File: src/rtl/serial_subtractor_pkg.sv
// Shared definitions for the bit-serial subtractor: FSM state encoding
// and the default operand width.
package serial_subtractor_pkg;

    localparam int DEFAULT_W = 8;

    typedef enum logic [1:0] {
        ST_IDLE = 2'd0,
        ST_RUN  = 2'd1,
        ST_DONE = 2'd2
    } state_e;

endpackage

File: src/rtl/serial_subtractor_if.sv
// Request/result bundle of the serial subtractor.
//
// Handshake: the requester raises start with a and b valid. The operands are
// taken on the first rising edge where start=1 and the unit is idle or in its
// DONE cycle. busy is high for the W cycles of computation, during which
// start, a and b are ignored. done is high for exactly one cycle, in which
// diff, borrow_out and overflow first show the new result. The result
// outputs then hold until the next operation completes.
interface serial_subtractor_if #(
    parameter int W = serial_subtractor_pkg::DEFAULT_W
);
    logic         start;
    logic [W-1:0] a;
    logic [W-1:0] b;
    logic         busy;
    logic         done;
    logic [W-1:0] diff;
    logic         borrow_out;
    logic         overflow;

    modport master (
        output start, a, b,
        input  busy, done, diff, borrow_out, overflow
    );

    modport slave (
        input  start, a, b,
        output busy, done, diff, borrow_out, overflow
    );
endinterface

File: src/rtl/serial_subtractor_full_subtractor.sv
// One-bit full subtractor cell: a - b - b_in, producing a difference bit
// and a borrow to the next more significant bit.
module full_subtractor (
    input  logic a,
    input  logic b,
    input  logic b_in,
    output logic diff,
    output logic b_out
);

    assign diff  = a ^ b ^ b_in;
    assign b_out = (~a & b) | (~(a ^ b) & b_in);

endmodule

File: src/rtl/serial_subtractor.sv
// Bit-serial two's-complement subtractor. It computes a - b LSB first, one
// bit per clock, through a single full-subtractor cell. Results are parallel
// and are held in output registers that change only on the DONE edge.
module serial_subtractor
    import serial_subtractor_pkg::*;
#(
    parameter int W = DEFAULT_W
) (
    input  logic                  clk,
    input  logic                  rst_n,
    serial_subtractor_if.slave    bus,
    output state_e                state_dbg
);

    localparam int CNT_W = $clog2(W + 1);

    state_e             state;
    state_e             state_nx;
    logic [W-1:0]       a_sr;
    logic [W-1:0]       b_sr;
    logic [W-1:0]       res_sr;
    logic               borrow_ff;
    logic [CNT_W-1:0]   cnt;
    logic [W-1:0]       diff_q;
    logic               borrow_q;
    logic               overflow_q;

    logic               load;
    logic               step;
    logic               last;
    logic               cell_d;
    logic               cell_bout;

    // The cell always works on the current operand LSBs and the running borrow.
    full_subtractor u_cell (
        .a     (a_sr[0]),
        .b     (b_sr[0]),
        .b_in  (borrow_ff),
        .diff  (cell_d),
        .b_out (cell_bout)
    );

    // State register.
    always_ff @(posedge clk or negedge rst_n) begin
        if (!rst_n) state <= ST_IDLE;
        else        state <= state_nx;
    end

    // Next-state logic and the per-cycle datapath controls.
    always_comb begin
        state_nx = state;
        load     = 1'b0;
        step     = 1'b0;
        last     = 1'b0;
        case (state)
            ST_IDLE: begin
                if (bus.start) begin
                    load     = 1'b1;
                    state_nx = ST_RUN;
                end
            end
            ST_RUN: begin
                step = 1'b1;
                if (cnt == CNT_W'(W - 1)) begin
                    last     = 1'b1;
                    state_nx = ST_DONE;
                end
            end
            ST_DONE: begin
                // A start seen in the DONE cycle is accepted back-to-back.
                if (bus.start) begin
                    load     = 1'b1;
                    state_nx = ST_RUN;
                end else begin
                    state_nx = ST_IDLE;
                end
            end
            default: state_nx = ST_IDLE;
        endcase
    end

    // Operand shift registers, result accumulator, borrow FF and bit counter.
    always_ff @(posedge clk or negedge rst_n) begin
        if (!rst_n) begin
            a_sr      <= '0;
            b_sr      <= '0;
            res_sr    <= '0;
            borrow_ff <= 1'b0;
            cnt       <= '0;
        end else if (load) begin
            a_sr      <= bus.a;
            b_sr      <= bus.b;
            borrow_ff <= 1'b0;
            cnt       <= '0;
        end else if (step) begin
            a_sr      <= {1'b0, a_sr[W-1:1]};
            b_sr      <= {1'b0, b_sr[W-1:1]};
            res_sr    <= {cell_d, res_sr[W-1:1]};
            borrow_ff <= cell_bout;
            cnt       <= cnt + CNT_W'(1);
        end
    end

    // Result registers. On the last bit, the cell inputs are the operand sign
    // bits and cell_d is the result sign bit, so overflow needs no extra state.
    always_ff @(posedge clk or negedge rst_n) begin
        if (!rst_n) begin
            diff_q     <= '0;
            borrow_q   <= 1'b0;
            overflow_q <= 1'b0;
        end else if (last) begin
            diff_q     <= {cell_d, res_sr[W-1:1]};
            borrow_q   <= cell_bout;
            overflow_q <= (a_sr[0] ^ b_sr[0]) & (cell_d ^ a_sr[0]);
        end
    end

    assign bus.busy       = (state == ST_RUN);
    assign bus.done       = (state == ST_DONE);
    assign bus.diff       = diff_q;
    assign bus.borrow_out = borrow_q;
    assign bus.overflow   = overflow_q;
    assign state_dbg      = state;

endmodule

File: src/flat_wrapper.sv
// flat-port wrapper written by rule: the top's interface ports become plain ports
module serial_subtractor_flat import serial_subtractor_pkg::*;
#(
    parameter int W = DEFAULT_W
)
  (clk, rst_n, state_dbg, bus_start, bus_a, bus_b, bus_busy, bus_done, bus_diff, bus_borrow_out, bus_overflow);
  serial_subtractor_if #(.W(W)) bus_i ();
  input  logic clk;
  input  logic rst_n;
  output state_e state_dbg;
  input wire logic [$bits(bus_i.start)-1:0] bus_start;
  input wire logic [$bits(bus_i.a)-1:0] bus_a;
  input wire logic [$bits(bus_i.b)-1:0] bus_b;
  output wire logic [$bits(bus_i.busy)-1:0] bus_busy;
  output wire logic [$bits(bus_i.done)-1:0] bus_done;
  output wire logic [$bits(bus_i.diff)-1:0] bus_diff;
  output wire logic [$bits(bus_i.borrow_out)-1:0] bus_borrow_out;
  output wire logic [$bits(bus_i.overflow)-1:0] bus_overflow;
  assign bus_i.start = bus_start;
  assign bus_i.a = bus_a;
  assign bus_i.b = bus_b;
  assign bus_busy = bus_i.busy;
  assign bus_done = bus_i.done;
  assign bus_diff = bus_i.diff;
  assign bus_borrow_out = bus_i.borrow_out;
  assign bus_overflow = bus_i.overflow;
  serial_subtractor #(.W(W)) u_core (.clk(clk), .rst_n(rst_n), .bus(bus_i), .state_dbg(state_dbg));
endmodule
File: config.mk
export PLATFORM = sky130hd
export DESIGN_NAME = serial_subtractor_flat
export DESIGN_NICKNAME = d
export VERILOG_FILES = /design/src/rtl/serial_subtractor_pkg.sv /design/src/rtl/serial_subtractor_if.sv /design/src/rtl/serial_subtractor_full_subtractor.sv /design/src/rtl/serial_subtractor.sv /design/src/flat_wrapper.sv
export SDC_FILE = /design/constraint.sdc
export NUM_CORES = 1
export LEC_CHECK = 0
export BUFFER_PORTS_ARGS = -buffer_cell sky130_fd_sc_hd__buf_2
export CAP_MARGIN = 20
export CORE_MARGIN = 4
export CORE_UTILIZATION = 40
export DETAILED_ROUTE_END_ITERATION = 8
export PLACE_DENSITY = 0.61
export REMOVE_ABC_BUFFERS = 1
export SLEW_MARGIN = 20
export SYNTH_ARGS = -nofsm -noshare
export SYNTH_HDL_FRONTEND = slang
export SYNTH_SLANG_ARGS = --single-unit
export TNS_END_PERCENT = 1
File: constraint.sdc
create_clock -name clk -period 2.3 [get_ports clk]
set_input_delay 0.345 -clock clk [delete_from_list [all_inputs] [get_ports clk]]
set_output_delay 0.345 -clock clk [all_outputs]
set_load 0.03 [all_outputs]
==> results of run 1 <==
## where the power goes
group | switching [mW] | total, mW | internal [mW] | leakage, nW
sequential | 0.204 | 1.24 | 1.04 | 0.493
clock | 0.213 | 0.409 | 0.195 | 0.0359
combinational | 0.790 | 1.28 | 0.488 | 0.442
## flip-flops by register name, summed over array words and instances, names as in the netlist
name,cells
u_core.borrow_ff,1
u_core.bus.diff,8
u_core.state_dbg,2
u_core.a_sr,8
u_core.bus.borrow_out,1
u_core.b_sr,8
u_core.cnt,4
u_core.bus.overflow,1
u_core.res_sr,7
## layout by cell type, fill, tap and decap left out
| cell type | instances |
|---|---|
| nand3_1 | 2 |
| nor2b_1 | 1 |
| inv_2 | 1 |
| buf_4 | 3 |
| inv_1 | 2 |
| and2b_1 | 1 |
| ha_1 | 2 |
| a21oi_1 | 1 |
| a22o_1 | 3 |
| dfrtp_1 | 40 |
| a31oi_1 | 13 |
| o21ai_0 | 3 |
| mux2i_1 | 3 |
| nand4_1 | 1 |
| xor2_1 | 1 |
| a22oi_1 | 1 |
| mux2_2 | 10 |
| nand2b_1 | 2 |
| nor3_4 | 1 |
| buf_2 | 32 |
| clkbuf_8 | 5 |
| nand2_1 | 52 |
| nor2_1 | 15 |
| fa_1 | 1 |
## worst reg2reg max path, delay by kind of cell (launching register included)
kind / cells / cell delay [ps]
multiplexers: 1 / 400
AND/OR/NAND/NOR: 2 / 840
flip-flops: 1 / 380
## routing by layer
metal  vias to the layer above  part of all wire  GRT usage
li1                        609                 -          -
met1                       604              0.45     0.1721
met2                        37              0.46     0.2274
met3                         9             0.064    0.03967
met4                         0             0.025    0.08451
met5                         -                 0          0
## worst paths after layout
check                               startpoint                  to  cells after the start  slack (ps)
setup / recovery           u_core.state_dbg[1]            bus_busy                      3         420
hold / removal                           rst_n  u_core.bus.diff[6]                      1         180
setup reg to reg           u_core.state_dbg[1]  u_core.bus.diff[3]                      3         570
hold reg to reg               u_core.res_sr[1]    u_core.res_sr[1]                      2         490
max in group asynchronous                rst_n      u_core.b_sr[5]                      1        1570
min in group clk                      bus_b[0]      u_core.b_sr[0]                      3         270
## stage by stage
stage | utilization | worst slack [ps] | instances
floorplan | - | 271.8 | 156
finish | 0.4850 | 421.0 | 246
detailed placement | 0.4681 | 536.4 | 241
CTS | 0.4850 | 390.7 | 246
global route | 0.4850 | 272.5 | 246
global placement | 0.4681 | 600.6 | 241
## logic make-up (layout without fill, tap and decap cells)
kind of cell | Yosys count | after routing
AO/OA/AOI/OAI | 21 | 21
XOR/XNOR | 1 | 1
adder cells (fa/ha/maj) | 3 | 3
buffers and inverters | 12 | 43
flip-flops | 40 | 40
multiplexers | 13 | 13
AND/OR/NAND/NOR | 75 | 75
## Yosys cell counts (2+ instances only)
cell type | instances | area [um2]
nand2_1 | 52 | 195.2
dfrtp_1 | 40 | 1001
nor2_1 | 15 | 56.30
a31oi_1 | 13 | 81.33
mux2_2 | 10 | 112.6
clkbuf_1 | 5 | 18.77
a22o_1 | 3 | 26.28
mux2i_1 | 3 | 30.03
o21ai_0 | 3 | 15.01
buf_6 | 2 | 22.52
ha_1 | 2 | 25.02
inv_1 | 2 | 7.510
nand2b_1 | 2 | 12.51
nand3_1 | 2 | 10.01
## area by class of cell
cell class	instances	area (um2)
clock buffer	5	68.82
fill	390	2090
inverter	3	11.26
multi-input combinational	113	641.9
sequential	40	1001
tap	50	62.56
timing repair buffer	35	182.7
==> flow_summary.toml, run 1 <==
[floorplanning]
dieArea_mm2 = 0.005379
rows = 23
die_y_um = 73.35
start_util = 0.4209
ios = 33
die_w_um = 73.35
design.core.area_mm2 = 0.004058

[worst_setup_path]
slowest_stage = "dfrtp_1"
cp_slowest_stage_delay_ps = 380
path_cells = "nand2b_1 -> inv_2 -> buf_2"
cp-start-kind = "flop"
crit_path_max_fanout = 16
worst_ep_required_time_ps = 1960
arrival_ps = 1530
end_kind = "output pin"
critPathKind = "flop to output pin"
critPathTopFamily = "buffers and inverters"
crit_buf_inv = 2

[synthesis]
yosysSeqAreaShare = 0.5861
synth_compound_area_frac = 0.07912
synth_edf_count = 0
ys.flop_type = "dfrtp_1"
synth-seq-cells = 40
synth_cell_type_count = 25
synth_mux_area_frac = 0.08352
synth.avg_cell_area_um2 = 10.35
syn_inst = 165
yosysWarningCount = 0
synth_top_family_by_area = "simple AND/OR/NAND/NOR gates"
synthArstFlopShare = 1.000
synthesis.area_mm2 = 0.001708
synth_xor_area_frac = 0.005128
yosys.area_share.simple = 0.1817
synthAdderAreaFrac = 0.02637

[pwr]
p_leak_nw = 0.9706
ir_drop_mv = 0.5357
power.total_mw = 2.928
powerDensity_mw_per_mm2 = 1488

[detailed_routing]
post_drt_via_cell_ratio = 5.118
drt_iter0_markers = 86
first_pass_iters = 4
drc = 0
num_vias = 1259
drt_wl_total_mm = 3.375
wl_per_cell_um = 13.72
postRouteAntennaNets = 0

[clock_tree]
clk_latency_ps = 280
h-tree-depth = 2
root_buffer = "clkbuf_8"
clk_pin_slew_ps = 70
post-cts-setup-buffers = 0
clock-sinks = 40
cts_hold_buf = 0
cts.path.max_buffers = 2
post_cts_resized = 0
cts_tree = "built"
cts_made_buffers = 5

[place]
placed_area_mm2 = 0.001899
dpl.hpwl_mm = 2.339
port-buffer-count = 32
gp_congestion = 0.7960

[sta]
period_needed_ps = 1879
relSlewSlack = 0.4105
final_max_slew_viol_count = 0
post-route-period-util = 0.8170
setup_violations = 0
skew_ps = 3.808
tns_ps = 0
hold_ws_ps = 179.2
rsz0062_at_grt = "no"
worst_slew_pin_slew_ps = 884.3
hold_viol = 0
fmaxAchievable_ghz = 0.5322

[global_route]
grt_use_total = 0.1428
antenna_found_initial = 0
grt_max_degree = 41
grt_pass1_wl_mm = 5.782
grt_pass1_vias = 1291
grt_overflow = 0

[final_layout]
syn2layout_area_growth_pct = 15.24
finalNetCount = 220
drive_gt1_frac = 0.2653
diodes = 0
fin_area_mm2 = 0.001968

[run_status]
status = "finished, final reports clean"

[worst_hold_path]
holdCritPathClass = "input port to asynchronous set/reset pin"

[job]
maxCapViolations = 0
Power figures use the tool's default switching activity.
==> run 2: changes to the inputs <==
--- a/config.mk
+++ b/config.mk
@@ -10,7 +10,7 @@
 export CORE_MARGIN = 4
 export CORE_UTILIZATION = 40
 export DETAILED_ROUTE_END_ITERATION = 8
-export PLACE_DENSITY = 0.61
+export PLACE_DENSITY = 0.63
 export REMOVE_ABC_BUFFERS = 1
 export SLEW_MARGIN = 20
 export SYNTH_ARGS = -nofsm -noshare
==> constraint.sdc (replaced) <==
create_clock -name clk -period 1.6 [get_ports clk]
set_input_delay 0.24 -clock clk [delete_from_list [all_inputs] [get_ports clk]]
set_output_delay 0.24 -clock clk [all_outputs]
set_load 0.03 [all_outputs]
==> flow_summary.toml, run 2 (synthesis gave the netlist of run 1 again) <==
[floorplanning]
start_util = 0.4209
rows = 23
ios = 33
die_w_um = 73.35
design.core.area_mm2 = 0.004058
die_y_um = 73.35
dieArea_mm2 = 0.005379

[clock_tree]
cts.path.max_buffers = 2
clk_latency_ps = 290
clk_pin_slew_ps = 70
clock-sinks = 40
cts_tree = "built"
root_buffer = "clkbuf_8"
cts_made_buffers = 5
h-tree-depth = 2

[final_layout]
syn2layout_area_growth_pct = 21.68
layout_commonest_cell = "nand2_1"
finalNetCount = 227
mostFrequentLayoutCells = "nand2_1, dfrtp_1, buf_2, nor2_1, a31oi_1"
fin_area_mm2 = 0.002078
fillers = 392
diodes = 0
instances_no_fill = 256
drive_gt1_frac = 0.2913

[detailed_routing]
drt_iter0_markers = 51
wl_per_cell_um = 13.48
num_vias = 1296
drt_wl_total_mm = 3.452
drc = 0
first_pass_iters = 4
postRouteAntennaNets = 0
post_drt_via_cell_ratio = 5.063

[worst_setup_path]
cp-start-kind = "flop"
worst_ep_required_time_ps = 1780
arrival_ps = 1730
crit_path_max_fanout = 3
end_kind = "flop"
critPathKind = "flop to flop"

[global_route]
antenna_found_initial = 0
grt_use_total = 0.1425
grt_overflow = 0
grt_pass1_wl_mm = 5.713
grt_pass1_vias = 1215
grt_max_degree = 32

[pwr]
powerDensity_mw_per_mm2 = 2132
ir_drop_mv = 0.7293
power.total_mw = 4.431
p_leak_nw = 1.022

[place]
placed_area_mm2 = 0.001954
port-buffer-count = 32
dpl.hpwl_mm = 2.420
dp.cells = 245
gp_congestion = 0.7672

[sta]
period_needed_ps = 1551
hold_ws_ps = 178.3
fmaxAchievable_ghz = 0.6449
post-route-period-util = 0.9692
hold_viol = 0
setup_violations = 0
relSlewSlack = 0.6667
rsz0062_at_grt = "yes"
final_max_slew_viol_count = 0
tns_ps = 0
worst_slew_pin_slew_ps = 499.9
skew_ps = 2.103

[job]
maxCapViolations = 0

[worst_hold_path]
holdCritPathClass = "input port to flop"

[run_status]
status = "finished, final reports clean"
[run 2: final timing paths]
path | startpoint | end | slack [ps] | cells past startpoint
max | u_core.borrow_ff | u_core.bus.overflow | 50 | 4
min | bus_a[7] | u_core.a_sr[7] | 180 | 3
max reg2reg | u_core.borrow_ff | u_core.bus.overflow | 50 | 4
min reg2reg | u_core.res_sr[1] | u_core.res_sr[1] | 470 | 2
max in group asynchronous | rst_n | u_core.a_sr[3] | 680 | 3
min in group asynchronous | rst_n | u_core.bus.diff[5] | 450 | 2
[run 2: layout make-up]
cell class              count  area [um2]  share of cell area
flip-flops and latches     40        1001              0.4816
multi-input cells         113       644.4              0.3101
repair buffers             42       266.5              0.1282
clock buffers               8       90.09             0.04335
well taps                  50       62.56             0.03010
inverters                   3       13.76            0.006623
[run 2: power by group]
| group | leakage (nW) | internal [mW] | switching [mW] |
|---|---|---|---|
| sequential | 0.493 | 1.49 | 0.283 |
| clock | 0.0455 | 0.351 | 0.326 |
| combinational | 0.484 | 0.807 | 1.17 |
| total | 1.02 | 2.65 | 1.78 |
[run 2: critical path, stage by stage, from the launching register on]
cell and delay (ps):
dfrtp_1 400, fa_1 590, xor2_1 150, nor2_1 50
mux2_2 250
[run 2: routing by layer]
| layer | GRT usage | up-vias | part of all wire |
|---|---|---|---|
| met4 | 0.05433 | 0 | 0.014 |
| met2 | 0.2294 | 36 | 0.48 |
| met5 | 0 | - | 0 |
| met3 | 0.05062 | 6 | 0.068 |
| li1 | - | 625 | - |
| met1 | 0.1756 | 629 | 0.43 |
[run 2: repair_timing]
action                                  4_1_cts  5_1_grt
pin swaps                                     0        2
endpoints found under the setup margin        1        2
gates cloned                                  0        0
setup buffers                                 1        1
gates resized for setup                       1        2
hold buffers                                  1        0
hold endpoints to repair                     20        0
[run 2: through the flow]
step	worst slack, ps	utilization
after detailed placement	18.82	0.4817
after global placement	68.29	0.4817
after global routing	-13.77	0.5122
after CTS	6.249	0.5088
after floorplan	-428.2	-
final	49.26	0.5122
